$ cat src/rtl/soc_system_key_pkg.sv
// rtl/soc_system_key_pkg.sv - shared defaults and width helper for the key debouncer
package soc_system_key_pkg;

   localparam int KEY_WIDTH        = 14;
   localparam int KEY_TICK_DIV     = 50000;
   localparam int KEY_STABLE_TICKS = 16;

   // Ceiling log2, never below 1 so degenerate counters still get a bit.
   function automatic int clog2_min1(input int value);
      int r;
      r = 0;
      while ((1 << r) < value) r++;
      return (r < 1) ? 1 : r;
   endfunction

endpackage

$ cat src/rtl/soc_system_key_debounce_if.sv
// rtl/soc_system_key_debounce_if.sv - raw key pins in, debounced levels and strobes out
interface soc_system_key_debounce_if import soc_system_key_pkg::*; #(
   parameter int WIDTH = KEY_WIDTH
);
   logic [WIDTH-1:0] key_raw;
   logic [WIDTH-1:0] key_out;
   logic [WIDTH-1:0] key_changed;
   logic             tick;

   modport master (output key_raw, input key_out, input key_changed, input tick);
   modport slave  (input key_raw, output key_out, output key_changed, output tick);
endinterface

$ cat src/rtl/soc_system_key_debounce_chan.sv
// rtl/soc_system_key_debounce_chan.sv - one key bit: 2-flop sync, stable-tick counter, output flop
module soc_system_key_debounce_chan import soc_system_key_pkg::*; #(
   parameter int   STABLE_TICKS = KEY_STABLE_TICKS,
   parameter logic RESET_BIT    = 1'b1
) (
   input  logic clk,
   input  logic reset_n,
   input  logic tick,
   input  logic raw,
   output logic key_out,
   output logic key_changed
);
   localparam int            CW       = clog2_min1(STABLE_TICKS + 1);
   localparam logic [CW-1:0] CNT_LAST = CW'(STABLE_TICKS - 1);

   logic          sync1_q, sync2_q;
   logic          key_q, key_d;
   logic          chg_q, chg_d;
   logic [CW-1:0] cnt_q, cnt_d;

   // A match on any cycle, tick or not, restarts the count so bounces never accumulate.
   always_comb begin
      key_d = key_q;
      chg_d = 1'b0;
      cnt_d = cnt_q;
      if (sync2_q == key_q) begin
         cnt_d = '0;
      end else if (tick) begin
         if (cnt_q == CNT_LAST) begin
            key_d = sync2_q;
            chg_d = 1'b1;
            cnt_d = '0;
         end else begin
            cnt_d = cnt_q + 1'b1;
         end
      end
   end

   always_ff @(posedge clk or negedge reset_n) begin
      if (!reset_n) begin
         sync1_q <= RESET_BIT;
         sync2_q <= RESET_BIT;
         key_q   <= RESET_BIT;
         chg_q   <= 1'b0;
         cnt_q   <= '0;
      end else begin
         sync1_q <= raw;
         sync2_q <= sync1_q;
         key_q   <= key_d;
         chg_q   <= chg_d;
         cnt_q   <= cnt_d;
      end
   end

   assign key_out     = key_q;
   assign key_changed = chg_q;

endmodule

$ cat src/rtl/soc_system_key_debounce.sv
// rtl/soc_system_key_debounce.sv - shared sample-tick prescaler feeding WIDTH debounce channels
module soc_system_key_debounce import soc_system_key_pkg::*; #(
   parameter int               WIDTH        = KEY_WIDTH,
   parameter int               TICK_DIV     = KEY_TICK_DIV,
   parameter int               STABLE_TICKS = KEY_STABLE_TICKS,
   parameter logic [WIDTH-1:0] RESET_LEVEL  = {WIDTH{1'b1}}
) (
   input  logic                      clk,
   input  logic                      reset_n,
   soc_system_key_debounce_if.slave  key_if
);
   localparam int            DW      = clog2_min1(TICK_DIV);
   localparam logic [DW-1:0] DIV_MAX = DW'(TICK_DIV - 1);

   logic [DW-1:0] div_cnt_q, div_cnt_d;
   logic          run_q;
   logic          wrap_w;
   logic          tick_w;

   // run_q keeps tick low while in reset even when TICK_DIV is 1.
   assign wrap_w    = (div_cnt_q == DIV_MAX);
   assign tick_w    = wrap_w & run_q;
   assign div_cnt_d = wrap_w ? '0 : div_cnt_q + 1'b1;

   always_ff @(posedge clk or negedge reset_n) begin
      if (!reset_n) begin
         div_cnt_q <= '0;
         run_q     <= 1'b0;
      end else begin
         div_cnt_q <= div_cnt_d;
         run_q     <= 1'b1;
      end
   end

   assign key_if.tick = tick_w;

   for (genvar g = 0; g < WIDTH; g++) begin : g_chan
      soc_system_key_debounce_chan #(
         .STABLE_TICKS (STABLE_TICKS),
         .RESET_BIT    (RESET_LEVEL[g])
      ) u_chan (
         .clk         (clk),
         .reset_n     (reset_n),
         .tick        (tick_w),
         .raw         (key_if.key_raw[g]),
         .key_out     (key_if.key_out[g]),
         .key_changed (key_if.key_changed[g])
      );
   end

endmodule

$ cat src/flat_wrapper.sv
// flat-port wrapper written by rule: the top's interface ports become plain ports
module soc_system_key_debounce_flat import soc_system_key_pkg::*;
#(
   parameter int               WIDTH        = KEY_WIDTH,
   parameter int               TICK_DIV     = KEY_TICK_DIV,
   parameter int               STABLE_TICKS = KEY_STABLE_TICKS,
   parameter logic [WIDTH-1:0] RESET_LEVEL  = {WIDTH{1'b1}}
)
  (clk, reset_n, key_if_key_raw, key_if_key_out, key_if_key_changed, key_if_tick);
  soc_system_key_debounce_if #(.WIDTH(WIDTH)) key_if_i ();
  input  logic clk;
  input  logic reset_n;
  input wire logic [$bits(key_if_i.key_raw)-1:0] key_if_key_raw;
  output wire logic [$bits(key_if_i.key_out)-1:0] key_if_key_out;
  output wire logic [$bits(key_if_i.key_changed)-1:0] key_if_key_changed;
  output wire logic [$bits(key_if_i.tick)-1:0] key_if_tick;
  assign key_if_i.key_raw = key_if_key_raw;
  assign key_if_key_out = key_if_i.key_out;
  assign key_if_key_changed = key_if_i.key_changed;
  assign key_if_tick = key_if_i.tick;
  soc_system_key_debounce #(.WIDTH(WIDTH), .TICK_DIV(TICK_DIV), .STABLE_TICKS(STABLE_TICKS), .RESET_LEVEL(RESET_LEVEL)) u_core (.clk(clk), .reset_n(reset_n), .key_if(key_if_i));
endmodule
$ cat config.mk
export PLATFORM = sky130hd
export DESIGN_NAME = soc_system_key_debounce_flat
export DESIGN_NICKNAME = d
export VERILOG_FILES = /design/src/rtl/soc_system_key_pkg.sv /design/src/rtl/soc_system_key_debounce_if.sv /design/src/rtl/soc_system_key_debounce_chan.sv /design/src/rtl/soc_system_key_debounce.sv /design/src/flat_wrapper.sv
export SDC_FILE = /design/constraint.sdc
export NUM_CORES = 1
export LEC_CHECK = 0
export CELL_PAD_IN_SITES_DETAIL_PLACEMENT = 0
export CELL_PAD_IN_SITES_GLOBAL_PLACEMENT = 1
export CORE_ASPECT_RATIO = 0.6
export CORE_MARGIN = 2
export CORE_UTILIZATION = 30
export CTS_CLUSTER_SIZE = 8
export DETAILED_ROUTE_END_ITERATION = 8
export PLACE_DENSITY_LB_ADDON = 0.3
export SLEW_MARGIN = 20
export SYNTH_ARGS = -nofsm -noshare
export SYNTH_HDL_FRONTEND = slang
export SYNTH_HIERARCHICAL = 1
export SYNTH_SLANG_ARGS = --single-unit
$ cat constraint.sdc
create_clock -name clk -period 5.4 [get_ports clk]
set_clock_uncertainty 0.1 [all_clocks]
set_input_delay 1.08 -clock clk [delete_from_list [all_inputs] [get_ports clk]]
set_output_delay 1.08 -clock clk [all_outputs]
set_load 0.03 [all_outputs]
==> impl_metrics.yaml <==
setup_path:
  slowest_stage_delay_on_critical_path_ns: 0.74
  critical_path.reg2reg.startpoint: "u_core/div_cnt_q[4]$_DFF_PN0_"
  timing.critical_path.max_delay_family: "simple AND/OR/NAND/NOR gates"
  worst_path_max_delay_cell: "clkdlybuf4s50_1"
  arrival_ns: 3.15
  ff2ff_setup_slack_ns: 1.83
  cp.depth: 4
  timing.critical_path.from: "u_core/div_cnt_q[4]$_DFF_PN0_"
  path_class: "flop to output port"
  timing.critical_path.required_ns: 4.22
  worst_r2r_endpoint: "u_core/g_chan[8].u_chan/key_out$_DFFE_PN1P_"
  crit_path_end_kind: "output port"
  reg2regPathDepth: 7
  cp.buffers_inverters: 1
  critPathLaunchType: "flop"
  cp_cell_sequence: "or4b_4, nor4_4, and2_4, clkdlybuf4s50_1"
  crit_fanout: 34
grt:
  wire_length_of_the_first_global_routing_pass_mm: 19.7
  largest_net_degree_at_the_start_of_global_routing: 105
  track_usage_pct: 11.5
  grt_antenna_before_repair: 0
  first_global_vias: 4080
  grt_overflow: 0
hold_path:
  hp-class: "flop to flop"
  worst_hold_path.endpoint: "u_core/g_chan[12].u_chan/sync2_q$_DFF_PN1_"
  hold_path.startpoint: "u_core/g_chan[12].u_chan/sync1_q$_DFF_PN1_"
  holdPathStages: 0
route:
  routed.top_layer: "met4"
  vias_per_cell: 4.71
  drt_pass1_iterations: 4
  drt_iter0_markers: 323
  drc: 0
  route.vias.total: 4031
  routed_wl_mm: 11.1
  route.met3.wl_um: 541
  drt.antenna.violating_nets: 0
  wire_per_inst_um: 13.0
  met2_wirelength_mm: 4.84
  met1_length_mm: 5.62
die:
  num_io_pins: 45
  die_y_um: 114
  die_w_um: 188
  rows: 40
  design.die.area_um2: 21500
  core_um2: 20000
  starting_density_pct: 30.5
clock_network:
  worstSkewPairLatency_ns: 0.42
  cts_resized: 0
  cts-buffers-inserted: 17
  max-clock-path-buffers: 2
  cts_tree: "yes"
  cts_root_buffer: "clkbuf_16"
  tritoncts_num_sinks: 143
  cts-hold-fix-buffers: 0
  clk_pin_slew_worst_paths_ns: 0.06
  postCtsSetupBuffers: 0
  cts.htree.levels: 4
placement:
  dp_hpwl_mm: 7.05
  placed_area_um2: 6900
  port_buffers: 44
  preCtsSetupSlack_ns: 1.49
  final_wtd_congestion: 0.732
power_and_ir_drop:
  power_per_cell_area_nw_per_um2: 318
  power.leakage_nw: 3.26
  maximum_vdd_drop_v: 0.000253
  fin_total_pwr_mw: 2.40
logic_synthesis:
  synthesis.nets: 535
  synth_compound_area_share_pct: 6.49
  dominant_combinational_cell_family_by_area_after_synthesis: "simple AND/OR/NAND/NOR gates"
  number_of_enable_flip_flop_cells_after_synthesis: 0
  synth_cells: 504
  count_of_cell_types_in_the_netlist: 31
  xor_xnor_share_of_the_synthesized_area_pct: 5.75
  async_flop_share_pct: 100
  synth_seq_cells: 143
  simple_gate_area_share_of_the_yosys_netlist_pct: 22.3
  synthFlopType: "dfrtp_1"
  synth.cell_area_um2: 6100
  synth_area_per_cell_um2: 12.1
  yosys.area_share.adder_pct: 3.08
  yosysSeqAreaShare_pct: 59.6
  mux_cell_area_share_after_synthesis_pct: 2.75
  synth.yosys.warnings: 6
timing:
  slew_headroom_pct: 35.3
  finalWorstSetupSlack_ns: 1.07
  finalCriticalPeriod_ns: 4.33
  timing.setup.tns_ns: 0
  setup_viol_count_final: 0
  final.period_utilization_pct: 80.2
  timing.fmax_mhz: 231
  rsz0062_at_grt: "no"
  timing_max_transition_violations_final: 0
  hold_slack_ns: 0.255
  hold_violations: 0
  max_slew.worst_pin.slew_ns: 0.970
run:
  maxCapViolCount: 0
run_status:
  status: "complete, no violations"
layout:
  area_delta_synth_final_pct: 23.6
  diodes: 0
  design.final.nets: 600
  layout.filler_cells: 1926
  layout.cells.most_common: "dfrtp_1"
  layout.area.seq_um2: 3630
  drive_above_1_share_pct: 18.7
  final_cell_mix: "dfrtp_1 (101), nand2_1 (47), clkdlybuf4s50_1 (43)"
  finalInstanceArea_um2: 7530
  multi_input_area_um2: 2470
==> cell families (layout without fill, tap and decap cells) <==
kind of cell | Yosys count | count (layout)
flops | 143 | 143
buf+inv | 0 | 78
mux | 15 | 15
fa+ha+maj | 15 | 15
compound gates | 58 | 58
simple gates | 232 | 232
other cells | 1 | 1
xor+xnor | 40 | 40
==> worst register-to-register path, delay by kind of cell, from the launching register on <==
kind,cells,cell delay [ns]
AND/OR/NAND/NOR,5,1.95
multiplexers,1,0.33
buffers and inverters,1,0.67
flip-flops,1,0.44
==> metrics by stage <==
stage,util (%),std cells
detailed placement,34.5,823
CTS,37.7,855
floorplan,-,504
global route,37.7,855
global placement,34.5,823
finish,37.7,855
==> cell usage after synthesis (all sizes together) (14+ instances only) <==
library cell / count / area [um2]
mux2: 14 / 158
nand4b: 14 / 123
xnor2: 19 / 166
nand2: 47 / 176
nor2: 51 / 226
nand3b: 14 / 105
a311oi: 14 / 123
nand2b: 29 / 181
xor2: 21 / 184
nand4: 20 / 213
nor3: 14 / 70.1
nand3: 31 / 155
a21oi: 29 / 145
a41oi: 14 / 123
dfstp: 42 / 1100
ha: 15 / 188
dfrtp: 101 / 2530
==> metal layers <==
| metal | track usage [%] | vias to the layer above |
|---|---|---|
| met5 | 0 | - |
| met4 | 3.94 | 0 |
| met3 | 4.35 | 7 |
| met2 | 16.9 | 72 |
| met1 | 15.5 | 1990 |
| li1 | - | 1962 |
==> cell type report <==
class,instances,share of cell area [%]
multi-input cells,361,32.8
clock inverters,13,2.44
flip-flops and latches,143,48.2
clock buffers,19,6.01
repair buffers,46,6.06
well taps,273,4.53
==> registers in the layout, indices dropped and copies added (netlist names) <==
register and cells:
u_core/g_chan.u_chan/key_changed 14, u_core/g_chan.u_chan/key_out 14, u_core/div_cnt_q 16, u_core/g_chan.u_chan/sync2_q 14
u_core/g_chan.u_chan/sync1_q 14, u_core/run_q 1, u_core/g_chan.u_chan/cnt_q 70
==> worst max path at each step <==
stage | to
floorplan | key_if_tick
CTS | key_if_tick
global route | key_if_tick
global placement | key_if_tick
detailed placement | key_if_tick
finish | key_if_tick
==> where the power goes <==
part / internal, mW / switching (mW) / leakage, nW / total, mW
Sequential: 1.09 / 0.00513 / 1.83 / 1.10
Combinational: 0.0135 / 0.0316 / 1.12 / 0.0451
Clock: 0.799 / 0.458 / 0.306 / 1.26
Total: 1.90 / 0.494 / 3.26 / 2.40
(Power assumes the default switching activity.)
